===== src/rtl/barrel_pkg.sv =====
// Shared types and helpers for the barrel-shift command issue stage.
// The helper decodes a binary shift amount into the barrel stage's one-hot select.
package barrel_pkg;

  typedef struct packed {
    logic [3:0] data;
    logic [2:0] amt;
  } shift_cmd_t;

  localparam logic [7:0] DONE_MAX = 8'd255;

  // Amounts of 4 or more give an all-zero select, so the barrel stage returns zero.
  function automatic logic [3:0] amt_to_onehot(input logic [2:0] amt);
    logic [3:0] n;
    n = 4'b0000;
    if (!amt[2]) n[amt[1:0]] = 1'b1;
    return n;
  endfunction

endpackage


===== src/rtl/cmd_fifo.sv =====
// Small synchronous FIFO of shift commands.
// The head is read combinationally so it can drive the barrel stage directly.
module cmd_fifo
  import barrel_pkg::*;
#(
  parameter int DEPTH = 4
) (
  input  logic       clk,
  input  logic       rst_n,
  input  logic       push,
  input  shift_cmd_t push_cmd,
  input  logic       pop,
  output shift_cmd_t head,
  output logic       full,
  output logic       empty
);

  localparam int AW = $clog2(DEPTH);

  shift_cmd_t      mem [DEPTH];
  logic [AW-1:0]   wr_ptr;
  logic [AW-1:0]   rd_ptr;
  logic [AW:0]     count;
  logic            push_ok;
  logic            pop_ok;

  assign full    = (count == (AW+1)'(DEPTH));
  assign empty   = (count == '0);
  assign push_ok = push && !full;
  assign pop_ok  = pop && !empty;
  assign head    = mem[rd_ptr];

  // Pointers wrap naturally because DEPTH is a power of two.
  always_ff @(posedge clk) begin
    if (!rst_n) begin
      wr_ptr <= '0;
      rd_ptr <= '0;
      count  <= '0;
    end else begin
      if (push_ok) wr_ptr <= wr_ptr + 1'b1;
      if (pop_ok)  rd_ptr <= rd_ptr + 1'b1;
      case ({push_ok, pop_ok})
        2'b10:   count <= count + 1'b1;
        2'b01:   count <= count - 1'b1;
        default: count <= count;
      endcase
    end
  end

  always_ff @(posedge clk) begin
    if (rst_n && push_ok) mem[wr_ptr] <= push_cmd;
  end

endmodule


===== src/rtl/barrel_shift_issue.sv =====
// Command issue stage for the 4-bit one-hot barrel-vector stage: buffers commands,
// drives the barrel stage from the FIFO head and registers its result.
module barrel_shift_issue
  import barrel_pkg::*;
#(
  parameter int DEPTH = 4
) (
  input  logic       clk,
  input  logic       rst_n,
  input  logic       in_valid,
  output logic       in_ready,
  input  logic [3:0] in_data,
  input  logic [2:0] in_amt,
  output logic [3:0] bv_d,
  output logic [3:0] bv_n,
  input  logic [3:0] bv_w,
  output logic       out_valid,
  input  logic       out_ready,
  output logic [3:0] out_data,
  output logic       out_zero,
  output logic [7:0] done_cnt
);

  shift_cmd_t push_cmd;
  shift_cmd_t head;
  logic       full;
  logic       empty;
  logic       issue;
  logic       deliver;

  assign push_cmd = '{data: in_data, amt: in_amt};
  assign in_ready = !full;
  assign issue    = !empty && (!out_valid || out_ready);
  assign deliver  = out_valid && out_ready;

  cmd_fifo #(.DEPTH(DEPTH)) u_fifo (
    .clk      (clk),
    .rst_n    (rst_n),
    .push     (in_valid),
    .push_cmd (push_cmd),
    .pop      (issue),
    .head     (head),
    .full     (full),
    .empty    (empty)
  );

  // Idle barrel inputs are held at zero so stale FIFO contents never leak out.
  assign bv_d = empty ? 4'b0000 : head.data;
  assign bv_n = empty ? 4'b0000 : amt_to_onehot(head.amt);

  always_ff @(posedge clk) begin
    if (!rst_n) begin
      out_valid <= 1'b0;
      out_data  <= 4'b0000;
      out_zero  <= 1'b0;
    end else if (issue) begin
      out_valid <= 1'b1;
      out_data  <= bv_w;
      out_zero  <= (bv_w == 4'b0000);
    end else if (deliver) begin
      out_valid <= 1'b0;
    end
  end

  always_ff @(posedge clk) begin
    if (!rst_n) begin
      done_cnt <= 8'd0;
    end else if (deliver && (done_cnt != DONE_MAX)) begin
      done_cnt <= done_cnt + 8'd1;
    end
  end

endmodule

===== config.mk =====
export PLATFORM = sky130hd
export DESIGN_NAME = barrel_shift_issue
export DESIGN_NICKNAME = d
export VERILOG_FILES = /design/src/rtl/barrel_pkg.sv /design/src/rtl/cmd_fifo.sv /design/src/rtl/barrel_shift_issue.sv
export SDC_FILE = /design/constraint.sdc
export NUM_CORES = 1
export LEC_CHECK = 0
export CELL_PAD_IN_SITES_DETAIL_PLACEMENT = 1
export CELL_PAD_IN_SITES_GLOBAL_PLACEMENT = 1
export CORE_UTILIZATION = 42
export CTS_CLUSTER_DIAMETER = 100
export CTS_CLUSTER_SIZE = 30
export DETAILED_ROUTE_END_ITERATION = 16
export PLACE_DENSITY = 0.83
export SETUP_SLACK_MARGIN = 0.3
export SKIP_CTS_REPAIR_TIMING = 1
export SYNTH_ARGS = -nofsm -noshare
export SYNTH_HDL_FRONTEND = slang
export SYNTH_SLANG_ARGS = --single-unit

===== constraint.sdc =====
create_clock -name clk -period 3.26 [get_ports clk]
set_clock_uncertainty 0.05 [all_clocks]
set_input_delay 0.978 -clock clk [delete_from_list [all_inputs] [get_ports clk]]
set_output_delay 0.978 -clock clk [all_outputs]
set_load 0.005 [all_outputs]

# Yosys cells after proc, flatten, opt, wreduce, memory -nomap -nowiden
# Memories as Yosys holds them, arrays and structs flattened. A register that Yosys moved wholly into a read port is not among the register bits.
# Index checks and enable logic that the tools add are counted.
# totals
out_inout_bits	23
ramBits	28
in_bits	15
memories	1
regBits	21
elab_cells	46
# classes
muxes	12
order_cmp	2
n_eq_ne	4
reduce_logical	15
add_sub_neg	5
# mem_list
name	depth	width	rd	rd_ports_with_merged_regs	write_ports	line_no	text
u_fifo.mem	4	7	1	1	1	cmd_fifo.sv:20	shift_cmd_t mem [DEPTH];
# op_table
cell	n
two-way mux 4 bit	3
adder 8 x 1 -> 8 bit (second input constant)	1
inequality test 8 bit (second input constant)	1
logical AND 1 bit	7
case mux 3 bit (2 select lines)	1
two-way mux 1 bit	5
adder 2 x 1 -> 2 bit (second input constant)	2
logical NOT 4 bit	1
two-way mux 2 bit	2
nonzero test 2 bit	2
adder 3 x 1 -> 3 bit (second input constant)	1
equality test 3 bit (second input constant)	1
logical NOT 1 bit	3
logical NOT 3 bit	1
less-than comparator 2 x 3 -> 1 bit (second input constant)	1
subtractor 3 x 1 -> 3 bit (second input constant)	1
demux 1 bit (select 2 bit)	1
equality test 2 x 1 -> 1 bit (second input constant)	1
equality test 2 bit (second input constant)	1
greater-or-equal comparator 2 x 1 -> 1 bit (second input constant)	1
logical OR 1 bit	1

# Logic depth before layout (Yosys ltp)
# logic_depth
depth_word	6
ltp_mapped	10
ltp_nobuf	9

# Cells and area by module
# Synthesis repeated with hierarchy kept, for this count alone.
# unflattened
cells_unflattened	173
hier_area_um2	2207.1
# by_module_without_submodules
module	cells_each	area_each_um2	instances	seq_area_each_um2
cmd_fifo	91	1501.4	1	1021.0
barrel_shift_issue	82	705.7	1	280.3

# Least setup slack after synthesis
# OpenSTA, ideal clock, no wires.
# synth_timing
kind	in2reg
startpoint	input out_ready
endpoint	register u_fifo.count[2]
required_ns	3.139
path_slack_ns	0.546
path_stages	9
n_path_buf	1
setup_ns	0.071
t_arrival_ns	2.593
cell_sequence	nand2b_1 -> and2_4 -> buf_6 -> ha_1 -> inv_1 -> fa_1 -> xor2_1 -> or3_2 -> a21oi_1
# synth_between
elab_chain_len	5
word_cells_on_any_way	7
# synth_rtl
item	line_no	text
start, declared	barrel_shift_issue.sv:18	input logic out_ready,
logical OR 1 bit (*)	barrel_shift_issue.sv:33	assign issue = !empty && (!out_valid || out_ready);
logical AND 1 bit (*)	barrel_shift_issue.sv:33	
logical AND 1 bit (*)	cmd_fifo.sv:30	assign pop_ok = pop && !empty;
equality test 2 x 1 -> 1 bit or equality test 2 bit (tied branches)	cmd_fifo.sv:42	case ({push_ok, pop_ok})
case mux 3 bit (2 select lines) or nonzero test 2 bit (tied branches)	-	
end signal, assigned	cmd_fifo.sv:43	2'b10: count <= count + 1'b1;
end signal, assigned	cmd_fifo.sv:44	2'b01: count <= count - 1'b1;
end signal, assigned	cmd_fifo.sv:45	default: count <= count;
end, declared	cmd_fifo.sv:23	logic [AW:0] count;
# Mark *: on every way between the ends. The rest lies on a longest branch, timed or not.
# A chain may end at the register's enable or synchronous reset.

==> results.cfg <==
[die]
die_y_microns = 74.5
coreArea_sq_um = 5070
chipWidth_microns = 74.5
start_util_pct = 43.4
io_pins = 38
die_area_sq_um = 5540
num_rows = 26

[cts]
tritoncts = built
clk_pin_slew_ps = 90
ctsLongestPathBuffers = 2
cts.sinks = 51
cts-root-buf = clkbuf_8
h-tree-depth = 2
cts_buffers = 5
clock_latency_ps = 310

[setup_path]
r2r_slack_ps = 750
slowest_delay_ps = 550
crit_path_end_kind = output pin
critPathKind = reg -> out
crit_arrival_ps = 1940
cpMaxStageDelayCell = mux4_2
worstSetupStartpointType = register
path_max_fanout = 4
r2r-start = u_fifo.count[2]$_SDFFE_PN0P_
cp_cell_sequence = mux4_2 -> nor3_2 -> clkdlybuf4s50_1
critPathRequiredTime_ps = 2230

[power]
p_total_uw = 2030
p_per_area_nw_per_um2 = 715
leakage_uw = 0.00107
vdd_drop_max_uv = 383

[yosys]
synth_ff_type = edfxtp_1
ys_seq_elements = 51
yosysSeqAreaShare_pct = 59.0
netlist-cell-type-count = 44
synth_edf_count = 28
syn-num-nets = 200
ys_warn_count = 0
synth_cells = 178
syn_area_per_cell_sq_um = 12.4
async_reset_ff_share_pct = 0
synth.cell_area_sq_um = 2200

[detailed_routing]
drc_errors = 0
drtPass1Iterations = 4
via_per_inst = 5.18
dr_total_vias = 1512
wl_per_cell_microns = 15.6
initialDrtViolationCount = 102
finalWirelength_microns = 4570
drtAntennaViolNets = 0

[final_layout]
syn_to_final_growth_pct = 28.6
num_antenna_cells = 0
nets = 243
final_cells = 292
utilization_pct = 55.9
layout-drive-gt1-share_pct = 18.5

[timing]
slew_headroom_pct = 52.0
hold_violations = 0
maxSlewViolCount = 0
period_minus_slack_ps = 2970
clock.fmax_ghz = 0.337
rsz0062_at_grt = true
worst_slew_pin_slew_ps = 719
tns_ps = 0
setup_viol = 0
fin_ws_ps = 293
finalCritPeriodShare_pct = 91.0

[placed_design]
dp_cells = 281
gp_congestion = 0.688
portBuffers = 37
preCtsSetupSlack_ps = 24.7
dp.final_hpwl_microns = 3310

[min_path]
hold_class = reg -> reg
hp-start = u_fifo.rd_ptr[1]$_SDFFE_PN0N_

[job]
drv_cap = 0

[global_routing]
grt_max_degree = 21
grt_usage_pct = 17.9
gr-total-overflow = 0
grt_pass1_wl_microns = 7140
grt_pass1_vias = 1426
antenna_found_initial = 0

[run_status]
status = finished clean
-- flip-flops by register name, summed over array words and instances, names as in the netlist, named ones only --
signal         cells
done_cnt           8
out_data           4
out_valid          1
out_zero           1
u_fifo.count       3
u_fifo.mem        28
u_fifo.rd_ptr      2
u_fifo.wr_ptr      2
-- cell type report --
type                    instances  area (sq um)
well taps                      70          87.6
clock buffers                   5          68.8
flip-flops and latches         51          1310
fillers                       552          2240
inverters                       9          38.8
repair buffers                 43           434
clock inverters                 3          46.3
multi-input cells             111           851
-- layout by cell type, fill, tap and decap left out, types with 3 or more instances in the layout --
cell             netlist  final
dfxtp_1               23     21
nand2_1                8      8
and2_1                 4      4
a21oi_1                8      7
mux4_2                 5      5
a211oi_1               3      3
mux2i_1                6      6
nor3_1                 6      4
ha_1                   6      5
xnor2_1                3      3
xor2_1                 3      3
dlymetal6s2s_1         0      6
inv_1                  8      8
nand3_1                3      3
clkdlybuf4s50_1        0     31
and3_2                 4      4
clkbuf_8               0      5
nor2_1                19     19
o21ai_0                4      4
buf_4                  0      5
edfxtp_1              28     28
-- cell usage after synthesis (4+ instances only) --
master	n	area share (%)
ha_1	6	3.4
nor3_1	6	1.4
a21oi_1	8	1.8
nand2_1	8	1.4
mux4_2	5	5.1
and3_2	4	1.4
edfxtp_1	28	38
and2_1	4	1.1
mux2i_1	6	2.7
nor2_1	19	3.2
dfxtp_1	23	21
o21ai_0	4	0.91
inv_1	8	1.4
-- per-layer routing --
layer / GRT usage [%] / part of all wire [%] / vias up
met5: 0 / 0 / -
met4: 5.66 / 1.5 / 0
met3: 4.47 / 3.9 / 8
met2: 28.1 / 48 / 38
met1: 24.4 / 47 / 736
li1: - / - / 730
-- metrics by stage --
stage / cell area [sq um] / hold slack, ps
2_1_floorplan: 2200 / 399
3_3_place_gp: 2640 / 422
3_5_place_dp: 2640 / 438
4_1_cts: 2760 / 452
5_1_grt: 2840 / 455
6_report: 2840 / 433
-- path summary, 6_finish.rpt --
| check | cells after the start | endpoint |
|---|---|---|
| hold / removal | 2 | register |
| setup / recovery | 3 | bv_n[2] |
| hold reg to reg | 2 | register |
| setup reg to reg | 9 | u_fifo.count[2]$_SDFFE_PN0P_ |
-- logic make-up after synthesis --
group,after synthesis,synth area share [%]
simple gates,63,15.7
flops,51,59.0
compound gates,24,6.98
buf+inv,16,3.80
mux,11,7.83
fa+ha+maj,7,4.31
xor+xnor,6,2.38
-- critical path: cells and delay by family (launching register included) --
kind | cells | cell delay [ps]
buffers and inverters | 1 | 520
flip-flops | 1 | 380
multiplexers | 1 | 550
AND/OR/NAND/NOR | 1 | 170
-- power breakdown --
group / internal (uW) / switching [uW]
Sequential: 768 / 83.2
Combinational: 410 / 320
Clock: 231 / 216
Power figures use the tool's default switching activity.
